### config.mk
export PLATFORM = sky130hd
export DESIGN_NAME = cp0_exc_ctrl_flat
export DESIGN_NICKNAME = d
export VERILOG_FILES = /design/src/rtl/cp0_exc_ctrl_if.sv /design/src/rtl/cp0_exc_ctrl.sv /design/src/flat_wrapper.sv
export SDC_FILE = /design/constraint.sdc
export NUM_CORES = 1
export LEC_CHECK = 0
export ABC_AREA = 0
export BUFFER_PORTS_ARGS = -buffer_cell sky130_fd_sc_hd__buf_2
export CORE_MARGIN = 1
export CORE_UTILIZATION = 52
export DETAILED_ROUTE_END_ITERATION = 8
export PLACE_DENSITY_LB_ADDON = 0.12
export SYNTH_ARGS = -nofsm -noshare
export SYNTH_HDL_FRONTEND = slang
export SYNTH_SLANG_ARGS = --single-unit
export TNS_END_PERCENT = 50
### constraint.sdc
create_clock -name clk -period 3.7 [get_ports clk]
set_clock_uncertainty 0.2 [all_clocks]
set_input_delay 0.37 -clock clk [delete_from_list [all_inputs] [get_ports clk]]
set_output_delay 0.37 -clock clk [all_outputs]
set_load 0.05 [all_outputs]
### src/rtl/cp0_exc_ctrl_if.sv
// CP0 exception-control port bundle: mtc0/mfc0 access, commit-point exception inputs, handler redirect outputs.
// Purely combinational wiring; the master side drives requests and the slave side answers in the same cycle.
// No backpressure: every input is sampled each rising clock edge.
interface cp0_exc_ctrl_if;
  logic        WE;
  logic [4:0]  CP0Addr;
  logic [31:0] CP0In;
  logic [31:0] CP0Out;
  logic [31:0] VPC;
  logic        BDIn;
  logic [4:0]  ExcCodeIn;
  logic [5:0]  HWInt;
  logic        EXLClr;
  logic        Req;
  logic [31:0] EPCOut;

  modport master (
    output WE, CP0Addr, CP0In, VPC, BDIn, ExcCodeIn, HWInt, EXLClr,
    input  CP0Out, Req, EPCOut
  );

  modport slave (
    input  WE, CP0Addr, CP0In, VPC, BDIn, ExcCodeIn, HWInt, EXLClr,
    output CP0Out, Req, EPCOut
  );
endinterface

### src/rtl/cp0_exc_ctrl.sv
// CP0 Status/Cause/EPC/PRId block: raises Req for enabled interrupts or sync exceptions and records handler state.
// Req and CP0Out are same-cycle combinational; register updates land on the next rising clk.
// No backpressure: a taken exception silently drops any same-cycle mtc0 write and eret.
module cp0_exc_ctrl #(
  parameter logic [4:0]  SR_ADDR    = 5'd12,
  parameter logic [4:0]  CAUSE_ADDR = 5'd13,
  parameter logic [4:0]  EPC_ADDR   = 5'd14,
  parameter logic [4:0]  PRID_ADDR  = 5'd15,
  parameter logic [31:0] PRID_VAL   = 32'h0000_4D49
) (
  input logic           clk,
  input logic           rst_n,
  cp0_exc_ctrl_if.slave cp0
);

  logic [5:0]  im_q, im_d;
  logic        exl_q, exl_d;
  logic        ie_q, ie_d;
  logic        bd_q, bd_d;
  logic [5:0]  ip_q, ip_d;
  logic [4:0]  exc_code_q, exc_code_d;
  logic [31:0] epc_q, epc_d;

  logic        int_req;
  logic        exc_req;
  logic        req;
  logic [29:0] epc_word;
  logic [31:0] sr_val;
  logic [31:0] cause_val;
  logic [31:0] rd_dat;

  // EXL masks both sources, so nothing new is taken while a handler runs.
  always_comb begin
    int_req = ie_q & ~exl_q & (|(cp0.HWInt & im_q));
    exc_req = ~exl_q & (cp0.ExcCodeIn != 5'd0);
    req     = int_req | exc_req;
  end

  // Word-granular EPC: subtracting one word from VPC[31:2] equals (VPC-4)[31:2], wrapping naturally.
  always_comb begin
    epc_word = cp0.BDIn ? (cp0.VPC[31:2] - 30'd1) : cp0.VPC[31:2];
  end

  always_comb begin
    im_d       = im_q;
    exl_d      = exl_q;
    ie_d       = ie_q;
    bd_d       = bd_q;
    ip_d       = cp0.HWInt;
    exc_code_d = exc_code_q;
    epc_d      = epc_q;
    if (req) begin
      exl_d      = 1'b1;
      exc_code_d = int_req ? 5'd0 : cp0.ExcCodeIn;
      bd_d       = cp0.BDIn;
      epc_d      = {epc_word, 2'b00};
    end else begin
      if (cp0.WE) begin
        if (cp0.CP0Addr == SR_ADDR) begin
          im_d  = cp0.CP0In[15:10];
          exl_d = cp0.CP0In[1];
          ie_d  = cp0.CP0In[0];
        end else if (cp0.CP0Addr == EPC_ADDR) begin
          epc_d = {cp0.CP0In[31:2], 2'b00};
        end
      end
      // eret overrides an mtc0 to SR on the EXL bit only.
      if (cp0.EXLClr) begin
        exl_d = 1'b0;
      end
    end
  end

  always_ff @(posedge clk or negedge rst_n) begin
    if (!rst_n) begin
      im_q       <= '0;
      exl_q      <= 1'b0;
      ie_q       <= 1'b0;
      bd_q       <= 1'b0;
      ip_q       <= '0;
      exc_code_q <= '0;
      epc_q      <= '0;
    end else begin
      im_q       <= im_d;
      exl_q      <= exl_d;
      ie_q       <= ie_d;
      bd_q       <= bd_d;
      ip_q       <= ip_d;
      exc_code_q <= exc_code_d;
      epc_q      <= epc_d;
    end
  end

  always_comb begin
    sr_val    = {16'h0000, im_q, 8'h00, exl_q, ie_q};
    cause_val = {bd_q, 15'h0000, ip_q, 3'b000, exc_code_q, 2'b00};
    rd_dat    = 32'h0000_0000;
    case (cp0.CP0Addr)
      SR_ADDR:    rd_dat = sr_val;
      CAUSE_ADDR: rd_dat = cause_val;
      EPC_ADDR:   rd_dat = epc_q;
      PRID_ADDR:  rd_dat = PRID_VAL;
      default:    rd_dat = 32'h0000_0000;
    endcase
  end

  assign cp0.Req    = req;
  assign cp0.EPCOut = epc_q;
  assign cp0.CP0Out = rd_dat;

endmodule

### src/flat_wrapper.sv
// flat-port wrapper written by rule: the top's interface ports become plain ports
module cp0_exc_ctrl_flat 
#(
  parameter logic [4:0]  SR_ADDR    = 5'd12,
  parameter logic [4:0]  CAUSE_ADDR = 5'd13,
  parameter logic [4:0]  EPC_ADDR   = 5'd14,
  parameter logic [4:0]  PRID_ADDR  = 5'd15,
  parameter logic [31:0] PRID_VAL   = 32'h0000_4D49
)
  (clk, rst_n, cp0_WE, cp0_CP0Addr, cp0_CP0In, cp0_VPC, cp0_BDIn, cp0_ExcCodeIn, cp0_HWInt, cp0_EXLClr, cp0_CP0Out, cp0_Req, cp0_EPCOut);
  cp0_exc_ctrl_if cp0_i ();
  input logic clk;
  input logic rst_n;
  input wire logic [$bits(cp0_i.WE)-1:0] cp0_WE;
  input wire logic [$bits(cp0_i.CP0Addr)-1:0] cp0_CP0Addr;
  input wire logic [$bits(cp0_i.CP0In)-1:0] cp0_CP0In;
  input wire logic [$bits(cp0_i.VPC)-1:0] cp0_VPC;
  input wire logic [$bits(cp0_i.BDIn)-1:0] cp0_BDIn;
  input wire logic [$bits(cp0_i.ExcCodeIn)-1:0] cp0_ExcCodeIn;
  input wire logic [$bits(cp0_i.HWInt)-1:0] cp0_HWInt;
  input wire logic [$bits(cp0_i.EXLClr)-1:0] cp0_EXLClr;
  output wire logic [$bits(cp0_i.CP0Out)-1:0] cp0_CP0Out;
  output wire logic [$bits(cp0_i.Req)-1:0] cp0_Req;
  output wire logic [$bits(cp0_i.EPCOut)-1:0] cp0_EPCOut;
  assign cp0_i.WE = cp0_WE;
  assign cp0_i.CP0Addr = cp0_CP0Addr;
  assign cp0_i.CP0In = cp0_CP0In;
  assign cp0_i.VPC = cp0_VPC;
  assign cp0_i.BDIn = cp0_BDIn;
  assign cp0_i.ExcCodeIn = cp0_ExcCodeIn;
  assign cp0_i.HWInt = cp0_HWInt;
  assign cp0_i.EXLClr = cp0_EXLClr;
  assign cp0_CP0Out = cp0_i.CP0Out;
  assign cp0_Req = cp0_i.Req;
  assign cp0_EPCOut = cp0_i.EPCOut;
  cp0_exc_ctrl #(.SR_ADDR(SR_ADDR), .CAUSE_ADDR(CAUSE_ADDR), .EPC_ADDR(EPC_ADDR), .PRID_ADDR(PRID_ADDR), .PRID_VAL(PRID_VAL)) u_core (.clk(clk), .rst_n(rst_n), .cp0(cp0_i));
endmodule
==> results.md <==
* Status: finished clean
* Period utilization at between 70 and 80%
* # diodes at 0
* Final Net Count at 587
* Worst r2r src: u_core.im_q[0]
* Internal reg-to-reg setup slack at around 1.3 ns
* Max IR drop VDD at approximately 0.47 mV
* WHS at 0.0562 ns
* #FFs+latches synth at 50
* Clock sink total at 50
* GPL Wtd Cong at between 0.8 and 0.9
* R2R cell count at 5
* Worst r2r dst: u_core.im_q[4]
* Root Buffer: clkbuf_8
* Pleak at around 2.1 nW
* Ratio of cells with drive above 1 in the final layout at 36.7%
* Largest net degree at the start of global routing at 49
* Initial cell density of the core at between 50 and 60%
* Setup CP Type: input port to output port
* Post-CTS Resized at 0
* Sequential cell area at about 1300 sq um
* Max Fclk at ~350 MHz
* Remaining antenna violation count at 0
* CP endpoint: cp0_Req
* First-pass GRT wire length at between 15,000 and 20,000 um
* PwrDens at 666 nW/um^2
* Initial antenna violation count at 0
* Die area at 6850 sq um
* Vias/cell at ~6
* Number of global-route vias before repair at 3,187
* Port bufs at roughly 150
* Rel. slew slack at a little over a quarter
* Main combinational cell family by area after synthesis: simple AND/OR/NAND/NOR gates
* Hold crit path type: input port to async pin
* Sequential-to-total area share from yosys stat at roughly 37%
* Number of synthesized flops with an enable pin at 0
* Die Y at around 83 um
* Distinct cell type count after synthesis at 47
* Clk pin slew, worst setup/hold paths at ~0.090 ns
* Routed wl met3 at between 400 and 500 um
* Clock Path Buffers at 2
* Compound-Gate Fraction of Synth Area at between 10% and 20%
* Critical Path Fanout Max at 19
* Clock period minus worst slack at approximately 2.9 ns
* Sum Neg Setup Slack at 0 ns
* Critical Path Start: cp0_HWInt[0]
* Worst Max-Slew Pin Slew at 1.09 ns
* Req. time, crit path at about 3.1 ns
* Cell count after synthesis at 366
* Post-DP HPWL at about 7400 um
* Layout area overhead at 26.8%
* Startpoint types: input port
* Most used DFF post-synth: dfrtp_1
* Post-Synth Adder-Cell Area at 0.369%
* Drt first pass iters at 4
* Simple-Gate Fraction of Synth Area at between 20% and 30%
* Metal1 wirelength at between 4000 and 5000 um
* WL met2 at between 5000 and 6000 um
* Post-Syn Area at approximately 3400 sq um
* Die width at slightly above 80 um
* MaxCap Viol Count at 0
* TritonCTS clock tree: built
* # rows at 29
* Max-slew violations at 0
* RSZ-0062 raised after global routing: false
* Crit. End Element: output port
* DRC at 0
* XOR/XNOR Fraction of Synth Area at approximately 2.8%
* Core Area at approximately 6300 sq um
* Final Hold Fails at 0
* Grt total ovfl at 0
* Setup Viol. Count Final at 0
* Mean Syn Cell Area at between 9 and 10 sq um
* WP data arrival at 2.29 ns
* Avg WL per Cell at between 15 and 20 um
* DR vias at ~3,500
* H-tree lvl count at 2
* Multiplexer share of the synthesized area at 11.9%
* Insertion delay to the later sink of the worst-skew pair at slightly above 0.3 ns
* Inserted Clock Buffers at 5
* Total GRT Usage at roughly 30%
* Aggregate routed wire length at a little over 10,000 um
* Yosys warns at 0
* # IOs at 150
* Max layer used: met4
* Filler cell count at 532
* Multi-input logic area at around 2000 sq um
* Initial DRC count at 182
* Async S/R FF share, synth at between 90% and 100%
final cells by class:
class | count | share of cell area [%]
Clock inverter | 2 | 0.349
Inverter | 4 | 0.349
Tap cell | 77 | 2.24
Multi-Input combinational cell | 280 | 46.5
Clock buffer | 5 | 1.60
Sequential cell | 50 | 29.1
Timing Repair Buffer | 160 | 19.8
critical path, stage by stage:
cell and delay, ns:
dlygate4sd3_1 0.53, buf_2 0.11, a22oi_1 0.11, a311oi_2 0.43, nor2_2 0.09, inv_1 0.09, buf_4 0.25, buf_2 0.31
registers in the layout (all words and copies together), names as in the netlist:
signal and count:
u_core.cp0.EPCOut 30, u_core.im_q 6, u_core.ip_q 6, u_core.exc_code_q 5
u_core.bd_q 1, u_core.exl_q 1, u_core.ie_q 1
cell usage after synthesis (9+ instances only):
library cell | number | area [sq um]
nand2_1 | 9 | 33.8
clkbuf_1 | 25 | 93.8
o21ai_0 | 9 | 45.0
a31oi_1 | 19 | 119
or4_1 | 12 | 90.1
mux2i_1 | 28 | 280
a21boi_0 | 18 | 135
and3_1 | 36 | 225
dfrtp_1 | 50 | 1250
o31ai_1 | 13 | 97.6
mux2_2 | 11 | 124
nor2_1 | 19 | 71.3
nor4_1 | 22 | 138
per-layer routing:
layer,up-vias,global-route usage (%)
met1,1663,37.5
met2,140,51.7
li1,1662,-
met4,0,10.9
met3,16,3.63
met5,-,0
timing repair:
item	CTS	global route
endpoints found under the hold margin	6	0
buffers inserted	0	0
hold buffers	6	0
worst min path at each step:
stage               slack (ns)                  from              endpoint  depth (start not counted)
floorplan                -0.13                 rst_n           u_core.bd_q                          0
global placement          0.25  u_core.exc_code_q[4]  u_core.exc_code_q[4]                          1
detailed placement        0.26  u_core.exc_code_q[4]  u_core.exc_code_q[4]                          1
CTS                       0.06            cp0_EXLClr          u_core.exl_q                          2
global route              0.08            cp0_EXLClr          u_core.exl_q                          2
finish                    0.06                 rst_n           u_core.ie_q                          1
stage by stage:
stage / power [W] / instance area (sq um) / utilization (%) / worst slack (ns) / instances
after global routing: 0.00301 / 4300 / 68.1 / 0.715 / 578
after detailed placement: 0.00254 / 4160 / 65.8 / 0.887 / 565
after CTS: 0.00286 / 4300 / 68.1 / 0.875 / 578
after global placement: 0.00251 / 4160 / 65.8 / 1.02 / 565
final: 0.00287 / 4300 / 68.1 / 0.837 / 578
after floorplan: 0.00210 / 3390 / - / 1.40 / 367
logic make-up (layout without fill, tap and decap cells):
logic type / count (synthesis) / after routing
simple gates: 144 / 144
compound gates: 83 / 83
flops: 50 / 50
mux: 39 / 39
buf+inv: 37 / 171
xor+xnor: 11 / 11
fa+ha+maj: 1 / 1
other cells: 1 / 2
power breakdown:
part / switching [W] / total (W) / leakage, nW / internal, W
Clock: 0.000190 / 0.000319 / 0.0362 / 0.000130
Combinational: 0.00111 / 0.00158 / 1.45 / 0.000475
Sequential: 0.000188 / 0.000962 / 0.585 / 0.000774
layout by cell type, fill, tap and decap left out, types with 5 or more instances in the layout:
master	n
a31oi_1	19
and3_1	36
mux2i_1	28
o21ai_0	9
buf_4	9
nand2_1	9
a22oi_1	7
a21boi_0	18
dfrtp_1	50
nor2_1	19
or3_1	7
nor4_1	22
nor3b_1	5
or4_1	12
o31ai_1	13
nand3_1	5
a21oi_1	6
a21o_1	5
nor3_1	5
buf_2	145
clkbuf_8	5
xor2_1	7
dlygate4sd3_1	6
mux2_2	11
(Power assumes the default switching activity.)
